## src/rtl/wb_dma_copy.sv

```systemverilog
// Wishbone classic block-copy initiator: one single read then one single write per word,
// with a per-bus-cycle ack timeout that aborts the job and raises a sticky error flag.
module wb_dma_copy #(
    parameter int WB_DATA_WIDTH  = 32,
    parameter int WB_ADDR_WIDTH  = 32,
    parameter int WB_SEL_WIDTH   = 4,
    parameter int LEN_WIDTH      = 16,
    parameter int TIMEOUT_CYCLES = 255
) (
    input  logic                     clk_i,
    input  logic                     rstn_i,
    input  logic                     start_i,
    input  logic [WB_ADDR_WIDTH-1:0] src_addr_i,
    input  logic [WB_ADDR_WIDTH-1:0] dst_addr_i,
    input  logic [LEN_WIDTH-1:0]     len_i,
    output logic                     busy_o,
    output logic                     done_o,
    output logic                     err_o,
    output logic [WB_ADDR_WIDTH-1:0] wb_addr_o,
    output logic [WB_DATA_WIDTH-1:0] wb_data_o,
    output logic                     wb_we_o,
    output logic [WB_SEL_WIDTH-1:0]  wb_sel_o,
    output logic                     wb_stb_o,
    output logic                     wb_cyc_o,
    input  logic                     wb_ack_i,
    input  logic [WB_DATA_WIDTH-1:0] wb_data_i
);

    localparam int CNT_W = $clog2(TIMEOUT_CYCLES + 1);
    localparam logic [CNT_W-1:0] TIMEOUT_LAST = CNT_W'(TIMEOUT_CYCLES - 1);
    localparam logic [WB_ADDR_WIDTH-1:0] STRIDE = WB_ADDR_WIDTH'(WB_DATA_WIDTH / 8);
    localparam logic [WB_ADDR_WIDTH-1:0] ALIGN_MASK = ~(WB_ADDR_WIDTH'(WB_SEL_WIDTH) - WB_ADDR_WIDTH'(1));

    typedef enum logic [2:0] {
        IDLE   = 3'd0,
        RD     = 3'd1,
        RD_GAP = 3'd2,
        WR     = 3'd3,
        WR_GAP = 3'd4,
        FIN    = 3'd5
    } state_t;

    state_t                   state_r, state_s;
    logic [WB_ADDR_WIDTH-1:0] src_r, src_s, dst_r, dst_s, addr_r, addr_s;
    logic [LEN_WIDTH-1:0]     rem_r, rem_s;
    logic [WB_DATA_WIDTH-1:0] data_r, data_s;
    logic [CNT_W-1:0]         cnt_r, cnt_s;
    logic                     err_r, err_s;
    logic                     stb_r, stb_s, we_r, we_s, done_r, done_s, busy_r, busy_s;
    logic [WB_SEL_WIDTH-1:0]  sel_r, sel_s;

    // State register.
    always_ff @(posedge clk_i or negedge rstn_i) begin
        if (!rstn_i) begin
            state_r <= IDLE;
        end else begin
            state_r <= state_s;
        end
    end

    // Next state, datapath updates and next values of the registered bus outputs.
    always_comb begin
        state_s = state_r;
        src_s   = src_r;
        dst_s   = dst_r;
        rem_s   = rem_r;
        data_s  = data_r;
        cnt_s   = '0;
        err_s   = err_r;
        case (state_r)
            IDLE: begin
                if (start_i) begin
                    src_s   = src_addr_i & ALIGN_MASK;
                    dst_s   = dst_addr_i & ALIGN_MASK;
                    rem_s   = len_i;
                    err_s   = 1'b0;
                    state_s = (len_i == '0) ? FIN : RD;
                end else begin
                    state_s = IDLE;
                end
            end
            RD, WR: begin
                // An ack on the expiry edge still wins over the timeout.
                if (wb_ack_i) begin
                    if (state_r == RD) begin
                        data_s  = wb_data_i;
                        state_s = RD_GAP;
                    end else begin
                        src_s   = src_r + STRIDE;
                        dst_s   = dst_r + STRIDE;
                        rem_s   = rem_r - LEN_WIDTH'(1);
                        state_s = WR_GAP;
                    end
                end else if (cnt_r == TIMEOUT_LAST) begin
                    err_s   = 1'b1;
                    state_s = FIN;
                end else begin
                    cnt_s = cnt_r + CNT_W'(1);
                end
            end
            RD_GAP:  state_s = WR;
            WR_GAP:  state_s = (rem_r == '0) ? FIN : RD;
            FIN:     state_s = IDLE;
            default: state_s = IDLE;
        endcase

        stb_s  = (state_s == RD) || (state_s == WR);
        we_s   = (state_s == WR);
        sel_s  = stb_s ? {WB_SEL_WIDTH{1'b1}} : '0;
        done_s = (state_s == FIN);
        busy_s = (state_s == RD) || (state_s == RD_GAP) || (state_s == WR) || (state_s == WR_GAP);
        if (state_s == RD) begin
            addr_s = src_s;
        end else if (state_s == WR) begin
            addr_s = dst_s;
        end else begin
            addr_s = addr_r;
        end
    end

    // Datapath and registered bus/status outputs.
    always_ff @(posedge clk_i or negedge rstn_i) begin
        if (!rstn_i) begin
            src_r  <= '0;
            dst_r  <= '0;
            rem_r  <= '0;
            data_r <= '0;
            cnt_r  <= '0;
            err_r  <= 1'b0;
            addr_r <= '0;
            stb_r  <= 1'b0;
            we_r   <= 1'b0;
            sel_r  <= '0;
            done_r <= 1'b0;
            busy_r <= 1'b0;
        end else begin
            src_r  <= src_s;
            dst_r  <= dst_s;
            rem_r  <= rem_s;
            data_r <= data_s;
            cnt_r  <= cnt_s;
            err_r  <= err_s;
            addr_r <= addr_s;
            stb_r  <= stb_s;
            we_r   <= we_s;
            sel_r  <= sel_s;
            done_r <= done_s;
            busy_r <= busy_s;
        end
    end

    assign wb_addr_o = addr_r;
    assign wb_data_o = data_r;
    assign wb_we_o   = we_r;
    assign wb_sel_o  = sel_r;
    assign wb_stb_o  = stb_r;
    assign wb_cyc_o  = stb_r;
    assign busy_o    = busy_r;
    assign done_o    = done_r;
    assign err_o     = err_r;

endmodule
```

## config.mk

```make
export PLATFORM = sky130hd
export DESIGN_NAME = wb_dma_copy
export DESIGN_NICKNAME = d
export VERILOG_FILES = /design/src/rtl/wb_dma_copy.sv
export SDC_FILE = /design/constraint.sdc
export NUM_CORES = 1
export LEC_CHECK = 0
export ABC_AREA = 0
export CAP_MARGIN = 0
export CORE_UTILIZATION = 55
export DETAILED_ROUTE_END_ITERATION = 7
export GPL_ROUTABILITY_DRIVEN = 1
export PLACE_DENSITY = 0.86
export SLEW_MARGIN = 20
export SYNTH_ARGS = -nofsm -noshare
export SYNTH_HDL_FRONTEND = slang
export SYNTH_SLANG_ARGS = --single-unit
```

## constraint.sdc

```tcl
create_clock -name clk_i -period 7.1 [get_ports clk_i]
set_input_delay 1.42 -clock clk_i [delete_from_list [all_inputs] [get_ports clk_i]]
set_output_delay 1.42 -clock clk_i [all_outputs]
set_load 0.005 [all_outputs]
```

### Yosys cells after proc, flatten, opt, wreduce, memory -nomap -nowiden

Cells that the tools add are included.

| operators by class | value |
|---|---|
| add/subtract/negate cells | 4 |
| equal/unequal tests | 15 |
| mux-type cells | 29 |
| reduce and logical (&&, ||, !) cells | 13 |

Operators by type and width:

| operator | count |
|---|---|
| $mux 32 | 8 |
| $pmux 32 s2 | 2 |
| $add 32x3->32 const B | 2 |
| $mux 16 | 3 |
| $logic_not 16->1 | 2 |
| $pmux 16 s2 | 1 |
| $mux 8 | 3 |
| $mux 3 | 6 |
| $sub 16x1->16 const B | 1 |
| $eq 3x2->1 const B | 4 |
| $pmux 3 s4 | 1 |
| $ne 2x2->1 const B | 5 |
| $eq 3x3->1 const B | 3 |
| $add 8x1->8 const B | 1 |
| $eq 8x8->1 const B | 1 |
| $reduce_and 4->1 | 2 |
| $eq 3x1->1 const B | 2 |
| $logic_or 1x1->1 | 4 |
| $mux 4 | 1 |
| $reduce_bool 2->1 | 2 |
| $logic_not 3->1 | 1 |
| $mux 1 | 3 |
| $reduce_and 3->1 | 1 |
| $pmux 1 s2 | 1 |
| $reduce_or 2->1 | 1 |

| word-level totals | value |
|---|---|
| register bits | 164 |
| output and inout port bits | 74 |
| logic and storage cells | 74 |

### Longest topological paths before layout

| logic depth | value |
|---|---|
| depth after elaboration | 8 |
| mapped depth | 10 |

### Least setup slack after synthesis

Ideal clock, no wire load.

| timing path | value |
|---|---|
| kind | input -> register |
| start | in start_i |
| end | reg addr_r[21] (netlist: wb_addr_o[21]) |
| library setup time | 0.126 ns |
| arrival time | 3.276 ns |
| slack | 3.697 ns |
| cell stages on the path | 7 |
| cells stage by stage | buf_2 > or3b_4 > a211oi_4 > nand3_2 > or4b_1 > o2111a_1 > a221o_1 |

| between the ends | value |
|---|---|
| word-level cells in the longest chain between the ends | 4 |

RTL lines:

| element | line | text |
|---|---|---|
| from (decl) | 12 | `input logic start_i,` |
| $mux 3 / $mux 32 (equally long branches) | 72 | `if (start_i) begin` |
| $pmux 3 s4 / $pmux 32 s2 (equally long branches) | 70 | `case (state_r)` |
| $eq 3x1->1 (tied with other cells) | 112 | `if (state_s == RD) begin` |
| $mux 32 / $reduce_bool 2->1 (equally long branches) | n/a |  |
| to (signal assigned) | 143 | `addr_r <= addr_s;` |
| to (decl) | 44 | `logic [WB_ADDR_WIDTH-1:0] src_r, src_s, dst_r, dst_s, addr_r, addr_s;` |

Parallel ways exist; a longest one is shown, timed or not. The select of a mux whose other input is x is not followed.
A chain may end at the register's enable or synchronous reset.

### Worst setup path after layout

| timing path | value |
|---|---|
| start | in wb_ack_i |
| end | reg addr_r[4] (netlist: wb_addr_o[4]) |

| between the ends | value |
|---|---|
| word-level cells in the longest chain between the ends | 4 |

RTL lines:

| element | line | text |
|---|---|---|
| from (decl) | 25 | `input logic wb_ack_i,` |
| $mux 3 / $mux 32 (equally long branches) | 84 | `if (wb_ack_i) begin` |
| $pmux 3 s4 / $pmux 32 s2 (equally long branches) | 70 |  |
| $eq 3x1->1 (tied with other cells) | 112 |  |
| $mux 32 / $reduce_bool 2->1 (equally long branches) | n/a |  |

Parallel ways exist; a longest one is shown, timed or not. The select of a mux whose other input is x is not followed.

==> run summary <==
Status: finished, final reports clean
Vias per inst: 6.55
FMAX: 0.224 GHz
Crit-path max FO: 22
Yosys top cell area share: 0.472
Final setup TNS: 0 ns
Post-layout net count: 1159
Leak: 4.39 nW
Final Critical Period: 4.46 ns
Clk buf depth: 2
Hpwl dp: 17.4 mm
PortBufs: 185
Total CTS buffers: 17
Synth Warn #: 0
Post-Syn Area per Cell: 9.63 µm²
Clock sinks: 160
Worst Hold Slack: 0.474 ns
Post-Route WL: 25.1 mm
Final Setup Violations: 0
Mapped cell area: 8480 µm²
Rows: 45
Vias in the first global route: 7948
Clock Skews: 0.00914 ns
Worst Tran Pin Value: 1.06 ns
1st-iter DRT viols: 861
Worst-skew pair later-pin latency: 0.43 ns
Initial antenna violation count: 0
Critical Path Start Type: input port
Global-route wire length before repair: 40.8 mm
CP endpoint kind: flip-flop
Hold-fix buffers, CTS: 0
Remaining Overflow, GRT: 0
Gr usage total: 0.328
Final period util: 0.628
Post-synth top area cell: dfrtp_1
Placer Congestion: 0.932
Setup WS post-layout: 2.64 ns
Power density over the cells: 426 nW/µm²
Hold WC Path Type: reg -> reg
Req. time, crit path: 7.46 ns
Post-synthesis register bit count: 160
Post-Synthesis Cells: 881
Share of post-route cells with drive strength above 1: 0.0867
Fin cells: 1238
Top post-synthesis cells by count: dfrtp_1 (160), nand2_1 (119), nor2_1 (50)
Clock slew at reported path FFs: 0.06 ns
Post-CTS setup buffers: 0
Number of antenna diodes: 0
Crit path kind: in -> reg
RSZ-0062 raised after global routing: no
DRC Markers: 0
CTS tree: done
Post-synth EDFFs: 0
Initial core utilization: 0.560
Largest net degree at the start of global routing: 114
Worst rel slew slack: 0.296
Library cells used by synthesis: 69
Post-synthesis sequential area ratio: 0.472
Clock root buffer: clkbuf_16
Dpl cells: 1206
PostCTS Resize Cnt: 0
Post-detailed-route count of antenna-violating nets: 0
Vias: 8103
Top area cells in the synthesized netlist: dfrtp_1 (47%), nand2_1 (5.3%), mux2_2 (4.4%)
Full die area: 15900 µm²
Num ports: 190
Post-Syn Nets: 1003
Design area: 11000 µm²
CORE AREA: 15100 µm²
Max-cap violations: 0
Peak supply drop: 0.000269 V
Final hold vios: 0
Main synth FF type: dfrtp_1
First-pass DRT Iterations: 6
Synth async-reset ratio: 1.00
Die width: 126 µm
Max Transition Viols Final: 0
H-Tree Depth: 4
Die height: 126 µm
Top-count cell post-synth: dfrtp_1
Pre-CTS setup slack: 2.34 ns
Area delta synth->final: 29.4%
Arrival @ worst endpoint: 4.82 ns
Area after DPL: 10400 µm²
WL per Instance: 20.3 µm
Fillers: 1088
per-stage QoR:
stage | total power, W | utilization
2_1_floorplan | 0.00287 | -
5_1_grt | 0.00497 | 0.725
6_report | 0.00467 | 0.725
4_1_cts | 0.00465 | 0.725
3_5_place_dp | 0.00374 | 0.687
3_3_place_gp | 0.00366 | 0.687
placed cells by master (no fill, tap or decap), drive strengths merged, types with 19 or more instances in the layout:
master | Yosys | final
a21oi | 35 | 35
a221o | 25 | 25
a22oi | 21 | 21
and2 | 23 | 23
clkbuf | 43 | 21
clkdlybuf4s50 | 0 | 184
dfrtp | 160 | 160
mux2 | 33 | 33
nand2 | 119 | 119
nand3 | 44 | 44
nand4 | 24 | 24
nor2 | 50 | 50
nor3 | 19 | 19
nor4 | 23 | 23
o211ai | 23 | 23
o21ai | 39 | 39
o311ai | 32 | 32
registers in the layout, indices dropped and copies added, names as in the netlist:
signal and count:
src_r 32, wb_sel_o 1, rem_r 16, err_o 1, cnt_r 8, busy_o 1
state_r 3, dst_r 32, done_o 1, wb_we_o 1, wb_data_o 32, wb_addr_o 32
cell type report:
class	count	area [µm²]	share of cell area
repair buffers	195	1930	0.176
clock buffers	20	447	0.0407
multi-input cells	647	4180	0.381
clock inverters	12	118	0.0107
well taps	188	235	0.0214
flip-flops and latches	160	4000	0.365
inverters	16	60.1	0.00547
layer usage:
layer	vias up	wire (µm)	global-route usage	part of all wire
met5	-	0	0	0
met3	71	2700	0.0905	0.11
met1	3842	9910	0.433	0.39
met2	512	11700	0.510	0.47
met4	0	811	0.143	0.032
li1	3678	-	-	-
final timing paths:
check,endpoint,cells after the start,startpoint,slack (ns)
worst max-delay path,wb_addr_o[4],6,wb_ack_i,2.64
worst min-delay path,wb_addr_o[16],2,wb_addr_o[16],0.47
worst max register to register,wb_addr_o[4],7,state_r[0],3.46
worst min register to register,wb_addr_o[16],2,wb_addr_o[16],0.47
max in group asynchronous,cnt_r[1],2,rstn_i,4.73
min in group asynchronous,wb_addr_o[0],1,rstn_i,1.11
power breakdown:
group          leakage (nW)  total [W]  switching, W  internal, W
sequential             1.99    0.00172      0.000411      0.00131
combinational          2.13    0.00205       0.00107     0.000983
clock                 0.275   0.000895      0.000373     0.000522
worst max-delay path: stages:
cell and delay [ns]:
clkdlybuf4s50_1 0.79, and4b_1 0.59, a211oi_1 0.69, and2_1 0.93, a22oi_1 0.25, nand2_1 0.13
cell families after synthesis:
kind of cell / share of synthesized area
simple gates: 0.220
compound gates: 0.200
flops: 0.472
buf+inv: 0.0367
mux: 0.0533
xor+xnor: 0.00930
fa+ha+maj: 0.00885
Power figures use the tool's default switching activity.
